**config.mk**
```make
export PLATFORM = sky130hd
export DESIGN_NAME = sid_voice_gen_flat
export DESIGN_NICKNAME = d
export VERILOG_FILES = /design/src/rtl/sid_voice_gen_if.sv /design/src/rtl/sid_voice_gen.sv /design/src/flat_wrapper.sv
export SDC_FILE = /design/constraint.sdc
export NUM_CORES = 1
export LEC_CHECK = 0
export CORE_UTILIZATION = 45
export CTS_BUF_LIST = sky130_fd_sc_hd__clkbuf_4
export DETAILED_ROUTE_END_ITERATION = 8
export GPL_TIMING_DRIVEN = 0
export PLACE_DENSITY = 0.74
export SETUP_SLACK_MARGIN = 0.4
export SYNTH_ARGS = -nofsm -noshare
export SYNTH_HDL_FRONTEND = slang
export SYNTH_SLANG_ARGS = --single-unit
```
**constraint.sdc**
```tcl
create_clock -name clock -period 5.68 [get_ports clock]
set_input_delay 1.136 -clock clock [delete_from_list [all_inputs] [get_ports clock]]
set_output_delay 1.136 -clock clock [all_outputs]
set_load 0.02 [all_outputs]
```
**src/rtl/sid_voice_gen_if.sv**
```systemverilog
// Combined-waveform LUT bus between one SID voice and its lookup tables.
// The voice drives the two addresses; the tables return data LUT_LAT clocks later.
interface sid_voice_gen_if #(
    parameter int WAVE_W = 12,
    parameter int LUT_W  = 8
);
    logic [WAVE_W-1:0] lut_addr_saw;
    logic [WAVE_W-1:0] lut_addr_tri;
    logic [LUT_W-1:0]  lut_st;
    logic [LUT_W-1:0]  lut_pt;
    logic [LUT_W-1:0]  lut_ps;
    logic [LUT_W-1:0]  lut_pst;

    modport master (
        output lut_addr_saw, lut_addr_tri,
        input  lut_st, lut_pt, lut_ps, lut_pst
    );
    modport slave (
        input  lut_addr_saw, lut_addr_tri,
        output lut_st, lut_pt, lut_ps, lut_pst
    );
endinterface

```
**src/rtl/sid_voice_gen.sv**
```systemverilog
// SID voice generator: tick-gated phase accumulator and noise LFSR, waveform
// generation, LUT-latency alignment, waveform select and envelope (DCA) multiply.
// Every tick launches one sample down a fixed-latency pipe (LUT_LAT+4 clocks).
module sid_voice_gen #(
    parameter int ACC_W     = 24,
    parameter int FREQ_W    = 16,
    parameter int WAVE_W    = 12,
    parameter int ENV_W     = 8,
    parameter int LUT_W     = 8,
    parameter int LUT_LAT   = 2,
    parameter int LFSR_W    = 23,
    parameter int NOISE_BIT = 19
) (
    input  logic              clock,
    input  logic              reset,
    input  logic              tick,
    input  logic [FREQ_W-1:0] freq,
    input  logic [WAVE_W-1:0] pw,
    input  logic [7:0]        control,
    input  logic [ENV_W-1:0]  env,
    input  logic              osc_msb_in,
    sid_voice_gen_if.master   lut,
    output logic              osc_msb_out,
    output logic [WAVE_W-1:0] saw_out,
    output logic [WAVE_W-1:0] tri_out,
    output logic [7:0]        osc_out,
    output logic [WAVE_W-1:0] sample_out,
    output logic              sample_valid
);
    localparam int STAGES = LUT_LAT + 4;
    localparam int PROD_W = WAVE_W + ENV_W;

    typedef struct packed {
        logic [WAVE_W-1:0] saw;
        logic [WAVE_W-1:0] tri_w;
        logic [WAVE_W-1:0] pulse;
        logic [WAVE_W-1:0] noise;
    } waves_t;

    logic [ACC_W-1:0]  acc, acc_nxt;
    logic [LFSR_W-1:0] lfsr, lfsr_nxt;
    logic              msb_prv;
    logic [STAGES:1]   vld_pipe;
    waves_t            s1_c, s1_q, s2;
    waves_t [LUT_LAT-1:0] dly;
    logic              ring_m;
    logic [WAVE_W-1:0] wave_c, wave_s3, mix_c;
    logic [WAVE_W-1:0] st_w, pt_w, ps_w, pst_w;
    logic [PROD_W-1:0] prod;
    logic [WAVE_W-1:0] sample_q;
    logic              unused_gate;

    assign unused_gate = control[0];

    // S0 next state: test and sync clear the phase, accumulator bit edge clocks the LFSR
    always_comb begin
        acc_nxt  = acc + ACC_W'(freq);
        lfsr_nxt = lfsr;
        if (control[3] || (control[1] && msb_prv && !osc_msb_in))
            acc_nxt = '0;
        if (control[3])
            lfsr_nxt = '1;
        else if (acc_nxt[NOISE_BIT] && !acc[NOISE_BIT])
            lfsr_nxt = {lfsr[LFSR_W-2:0], lfsr[LFSR_W-1] ^ lfsr[LFSR_W-6]};
    end

    // S0 state: only advances on a sample tick
    always_ff @(posedge clock) begin
        if (reset) begin
            acc     <= '0;
            lfsr    <= '1;
            msb_prv <= 1'b0;
        end else if (tick) begin
            acc     <= acc_nxt;
            lfsr    <= lfsr_nxt;
            msb_prv <= osc_msb_in;
        end
    end

    // Sample-valid shift register; reset flushes everything in flight
    always_ff @(posedge clock) begin
        if (reset) vld_pipe <= '0;
        else       vld_pipe <= {vld_pipe[STAGES-1:1], tick};
    end

    // S1 raw waveforms from the freshly updated accumulator
    always_comb begin
        ring_m      = acc[ACC_W-1] ^ (control[2] & osc_msb_in);
        s1_c.saw    = acc[ACC_W-1 -: WAVE_W];
        s1_c.tri_w  = {acc[ACC_W-2 -: WAVE_W-1] ^ {(WAVE_W-1){ring_m}}, 1'b0};
        s1_c.pulse  = (control[3] || (s1_c.saw >= pw)) ? '1 : '0;
        s1_c.noise  = WAVE_W'({lfsr[21], lfsr[19], lfsr[15], lfsr[12],
                               lfsr[10], lfsr[6],  lfsr[3],  lfsr[1]}) << (WAVE_W - 8);
    end

    // S1 register; its saw/tri also serve as the LUT addresses
    always_ff @(posedge clock) begin
        if (reset)            s1_q <= '0;
        else if (vld_pipe[1]) s1_q <= s1_c;
    end

    assign lut.lut_addr_saw = s1_q.saw;
    assign lut.lut_addr_tri = s1_q.tri_w;
    assign saw_out          = s1_q.saw;
    assign tri_out          = s1_q.tri_w;
    assign osc_msb_out      = acc[ACC_W-1];

    // S2 free-running delay so the raw waves line up with LUT data
    always_ff @(posedge clock) begin
        if (reset) begin
            dly <= '0;
        end else begin
            dly[0] <= s1_q;
            for (int i = 1; i < LUT_LAT; i++) dly[i] <= dly[i-1];
        end
    end

    assign s2    = dly[LUT_LAT-1];
    assign st_w  = WAVE_W'(lut.lut_st)  << (WAVE_W - LUT_W);
    assign pt_w  = WAVE_W'(lut.lut_pt)  << (WAVE_W - LUT_W);
    assign ps_w  = WAVE_W'(lut.lut_ps)  << (WAVE_W - LUT_W);
    assign pst_w = WAVE_W'(lut.lut_pst) << (WAVE_W - LUT_W);

    // S3 waveform select; noise combos AND noise with the OR of the other raw waves
    always_comb begin
        mix_c = (control[4] ? s2.tri_w : '0) | (control[5] ? s2.saw : '0) |
                (control[6] ? s2.pulse : '0);
        case (control[7:4])
            4'b0000: wave_c = '0;
            4'b0001: wave_c = s2.tri_w;
            4'b0010: wave_c = s2.saw;
            4'b0011: wave_c = st_w;
            4'b0100: wave_c = s2.pulse;
            4'b0101: wave_c = pt_w & s2.pulse;
            4'b0110: wave_c = ps_w & s2.pulse;
            4'b0111: wave_c = pst_w & s2.pulse;
            4'b1000: wave_c = s2.noise;
            default: wave_c = s2.noise & mix_c;
        endcase
    end

    // S3 register
    always_ff @(posedge clock) begin
        if (reset)                    wave_s3 <= '0;
        else if (vld_pipe[LUT_LAT+2]) wave_s3 <= wave_c;
    end

    assign osc_out = wave_s3[WAVE_W-1 -: 8];
    assign prod    = PROD_W'(wave_s3) * PROD_W'(env);

    // S4 DCA: keep the top WAVE_W bits of the full product
    always_ff @(posedge clock) begin
        if (reset)                    sample_q <= '0;
        else if (vld_pipe[STAGES-1]) sample_q <= prod[PROD_W-1 -: WAVE_W];
    end

    assign sample_out   = sample_q;
    assign sample_valid = vld_pipe[STAGES];
endmodule

```
**src/flat_wrapper.sv**
```systemverilog
// flat-port wrapper written by rule: the top's interface ports become plain ports
module sid_voice_gen_flat 
#(
    parameter int ACC_W     = 24,
    parameter int FREQ_W    = 16,
    parameter int WAVE_W    = 12,
    parameter int ENV_W     = 8,
    parameter int LUT_W     = 8,
    parameter int LUT_LAT   = 2,
    parameter int LFSR_W    = 23,
    parameter int NOISE_BIT = 19
)
  (clock, reset, tick, freq, pw, control, env, osc_msb_in, osc_msb_out, saw_out, tri_out, osc_out, sample_out, sample_valid, lut_lut_addr_saw, lut_lut_addr_tri, lut_lut_st, lut_lut_pt, lut_lut_ps, lut_lut_pst);
  sid_voice_gen_if #(.WAVE_W(WAVE_W), .LUT_W(LUT_W)) lut_i ();
  input  logic clock;
  input  logic reset;
  input  logic tick;
  input  logic [FREQ_W-1:0] freq;
  input  logic [WAVE_W-1:0] pw;
  input  logic [7:0] control;
  input  logic [ENV_W-1:0] env;
  input  logic osc_msb_in;
  output logic osc_msb_out;
  output logic [WAVE_W-1:0] saw_out;
  output logic [WAVE_W-1:0] tri_out;
  output logic [7:0] osc_out;
  output logic [WAVE_W-1:0] sample_out;
  output logic sample_valid;
  output wire logic [$bits(lut_i.lut_addr_saw)-1:0] lut_lut_addr_saw;
  output wire logic [$bits(lut_i.lut_addr_tri)-1:0] lut_lut_addr_tri;
  input wire logic [$bits(lut_i.lut_st)-1:0] lut_lut_st;
  input wire logic [$bits(lut_i.lut_pt)-1:0] lut_lut_pt;
  input wire logic [$bits(lut_i.lut_ps)-1:0] lut_lut_ps;
  input wire logic [$bits(lut_i.lut_pst)-1:0] lut_lut_pst;
  assign lut_lut_addr_saw = lut_i.lut_addr_saw;
  assign lut_lut_addr_tri = lut_i.lut_addr_tri;
  assign lut_i.lut_st = lut_lut_st;
  assign lut_i.lut_pt = lut_lut_pt;
  assign lut_i.lut_ps = lut_lut_ps;
  assign lut_i.lut_pst = lut_lut_pst;
  sid_voice_gen #(.ACC_W(ACC_W), .FREQ_W(FREQ_W), .WAVE_W(WAVE_W), .ENV_W(ENV_W), .LUT_W(LUT_W), .LUT_LAT(LUT_LAT), .LFSR_W(LFSR_W), .NOISE_BIT(NOISE_BIT)) u_core (.clock(clock), .reset(reset), .tick(tick), .freq(freq), .pw(pw), .control(control), .env(env), .osc_msb_in(osc_msb_in), .lut(lut_i), .osc_msb_out(osc_msb_out), .saw_out(saw_out), .tri_out(tri_out), .osc_out(osc_out), .sample_out(sample_out), .sample_valid(sample_valid));
endmodule
```
==> results.json, run 1 <==
{
  "multi_input_area_um2": 6691,
  "synth_cells": 1220,
  "fillers": 2081,
  "yosys-top-cells-area": "dfxtp_1, fa_1, ha_1, mux2i_1, nor2b_1",
  "firstDrtPassIters": 9,
  "dr_total_vias": 8964,
  "p_per_area_nw_per_um2": 179.5,
  "rsz0062_at_grt": "false",
  "post_drt_wl_per_cell_um": 15.80,
  "cts_buffers": 17,
  "required_ns": 6.18,
  "drive_gt1_share_pct": 11.71,
  "timing.rr.start": "u_core.wave_s3[8]",
  "crit_chain": "dlygate4sd2_1, clkbuf_8, and2_1, fa_1, fa_1, fa_1, inv_1, fa_1, inv_1, ha_4, nand2_4, o21ai_4, o41ai_4, o31ai_4, o31a_1, and4_1, nor4_2",
  "core-area_um2": 23750,
  "grt_first_pass_wirelength_mm": 44.04,
  "cts.path.max_buffers": 2,
  "fp.dieArea_um2": 25070,
  "syn_area_per_cell_um2": 9.016,
  "layout.nets": 1609,
  "hold_end": "u_core.dly[92]",
  "wl_met1_mm": 12.55,
  "wl_met2_mm": 13.00,
  "synth_cell_types": 69,
  "final_cell_mix": "dfxtp_1, clkdlybuf4s50_1, nor2_1",
  "post-route-drc-count": 0,
  "seq_area_frac_synth_pct": 31.67,
  "post-route-period-util_pct": 90.95,
  "cts_tree": "built",
  "fin_skew_ns": 0.03329,
  "top_layer_used": "met4",
  "vias_per_cell": 5.164,
  "synth-main-ff-cell": "dfxtp_1",
  "cp-end-kind": "flop",
  "critPathMostFrequentCell": "fa_1",
  "startpoint_type": "input port",
  "initialDrtViolationCount": 493,
  "yosys.area_share.simple_pct": 19.75,
  "grt_pass1_vias": 8645,
  "crit_path_max_fanout": 8,
  "synth_compound_area_share_pct": 11.56,
  "yosysWarnings": 0,
  "synthMuxAreaShare_pct": 6.143,
  "synth_xor_area_share_pct": 2.946,
  "clkLatencyLatePin_ns": 0.61,
  "grt_overflow": 0,
  "seqCellArea_um2": 3483,
  "pre_cts_ws_ns": -0.5924,
  "yosysTopAreaCell": "dfxtp_1",
  "yosysTopAreaCellShare_pct": 31.67,
  "synthArstFlopShare_pct": 0,
  "timing.rr.end": "u_core.sample_out[11]",
  "ctsHoldBuffers": 0,
  "clkTransAtPathRegs_ns": 0.16,
  "critPathKind": "input port to flop",
  "synthesis.area_um2": 11000,
  "maxSlewViolCount": 0,
  "min_from": "u_core.dly[44]",
  "clock.fmax_mhz": 193.6,
  "worst_pin_slew_ns": 1.060,
  "port-buffer-count": 144,
  "fin_hold_ws_ns": 0.4488,
  "slowest_delay_ns": 0.55,
  "die_h_um": 158.3,
  "power_mw": 2.446,
  "grtUsageTotal_pct": 22.56,
  "crit_slowest_cell": "fa_1",
  "relSlewSlack_pct": 29.15,
  "h-tree-depth": 4,
  "area_delta_synth_final_pct": 23.87,
  "cp.arrival_ns": 5.66,
  "place_congestion": 0.9549,
  "synth_edf_count": 0,
  "path_buf_inv": 4,
  "drv_cap": 0,
  "layout_setup_ws_ns": 0.5138,
  "reg2regPathDepth": 15,
  "min_delay_path_depth": 1,
  "die_x_um": 158.3,
  "reg2reg_slack_ns": 0.85,
  "wirelength_mm": 27.44,
  "rows": 56,
  "mostFrequentLayoutCell": "dfxtp_1",
  "hold_class": "flop to flop",
  "initial_core_util_pct": 46.31,
  "ios": 150,
  "antenna_cells": 0,
  "cp_top_family": "adder cells",
  "finalHoldViolCount": 0,
  "synthAdderAreaFrac_pct": 18.31,
  "synth_seq_cells": 174,
  "wl_met3_mm": 1.386,
  "leakagePower_nw": 5.987,
  "hpwl_mm": 20.94,
  "worst_ir_drop_vdd_uv": 164.7,
  "ant_nets": 0,
  "antenna_found_initial": 0,
  "grt_max_degree": 23,
  "fin_crit_ns": 5.166,
  "setup_viol": 0,
  "root_buffer": "clkbuf_4",
  "cts.sinks": 174,
  "status": "finished, final reports clean",
  "synth_top_family_by_area": "simple AND/OR/NAND/NOR gates"
}
synthesized netlist by cell type (3+ instances only):
library cell,instances
dfxtp_1,174
nor4_1,5
xor2_1,10
a31oi_1,7
o21ai_0,19
fa_1,60
nand2_1,52
and2_1,77
o31ai_1,5
and3_1,5
buf_4,56
o21ai_1,9
mux2i_1,63
mux2_2,4
a21o_1,11
a211oi_1,12
clkbuf_1,52
nand3_1,11
xnor2_1,27
buf_1,9
a21oi_1,50
o21a_1,4
nor2b_1,79
or3_1,4
ha_1,65
a221oi_1,9
inv_1,98
a22oi_1,12
a22o_1,10
buf_6,3
a222oi_1,4
o211ai_1,6
o21bai_1,3
nand2b_1,13
nand4_1,5
nor3_1,25
nand4b_1,5
o22ai_1,5
nor2_1,109
nor3b_1,4
a311oi_1,5
logic make-up (layout without fill, tap and decap cells):
kind of cell    Yosys count  in the layout
compound gates          187            187
flops                   174            174
fa+ha+maj               125            125
buf+inv                 219            415
mux                      67             67
other cells               1              2
simple gates            410            410
xor+xnor                 37             37
final cells by class:
| type | count | share of cell area, % |
|---|---|---|
| flip-flops and latches | 174 | 25.57 |
| clock buffers | 17 | 0.9367 |
| inverters | 99 | 2.728 |
| multi-input cells | 828 | 49.11 |
| clock inverters | 15 | 1.607 |
| plain buffers | 120 | 5.574 |
| repair buffers | 164 | 11.54 |
| well taps | 319 | 2.930 |
power by group:
group          switching, mW  internal [mW]
registers             0.0235           1.25
logic                  0.212          0.192
clock network          0.544          0.227
total                  0.779           1.67
stage by stage:
step | setup TNS, ns | area [um2] | util (%) | instances
floorplan | 0 | 11210 | - | 1221
global placement | -2.827 | 13050 | 54.96 | 1684
detailed placement | -3.060 | 13050 | 54.96 | 1684
CTS | 0 | 13530 | 56.98 | 1728
global route | 0 | 13620 | 57.36 | 1736
finish | 0 | 13620 | 57.36 | 1736
repair_timing:
action,CTS,global route
gates resized for setup,13,28
setup buffers,10,8
pin swaps,6,25
setup endpoints to repair,7,5
gates cloned,2,0
per-layer routing:
layer | up-vias | GRT usage [%]
met1 | 4270 | 29.56
met5 | - | 0
met4 | 0 | 6.639
met3 | 42 | 3.674
li1 | 4398 | -
met2 | 254 | 38.07
flip-flops by register name, summed over array words and instances (netlist names):
signal                   flops
u_core.acc                  24
u_core.dly                  64
u_core.lfsr                 23
u_core.lut.lut_addr_saw     12
u_core.lut.lut_addr_tri     11
u_core.msb_prv               1
u_core.s1_q                  9
u_core.sample_out           12
u_core.vld_pipe              6
u_core.wave_s3              12
worst reg2reg max path, cell delays in order, from the launching register on:
cell	delay, ns
dfxtp_1	0.61
and2_4	0.23
fa_1	0.44
fa_1	0.49
fa_1	0.52
inv_1	0.07
fa_1	0.54
inv_1	0.06
ha_4	0.24
a21oi_4	0.16
o21ai_4	0.09
o41ai_4	0.39
o31ai_4	0.13
o31a_1	0.36
and4_1	0.21
nor4_2	0.20
worst max path at each step:
| stage | start | depth (start not counted) | to |
|---|---|---|---|
| after floorplan | env[5] | 17 | u_core.sample_out[11] |
| after CTS | env[7] | 18 | u_core.sample_out[7] |
| final | env[4] | 17 | u_core.sample_out[11] |
| after global routing | env[7] | 18 | u_core.sample_out[11] |
| after global placement | env[5] | 18 | u_core.sample_out[11] |
| after detailed placement | env[5] | 18 | u_core.sample_out[11] |
(Power assumes the default switching activity.)
==> run 2, diff against run 1 <==
Settings changed: SLEW_MARGIN set to 20.
==> results of run 2 <==
No change in the layout: final DEF, timing and power equal those of run 1.
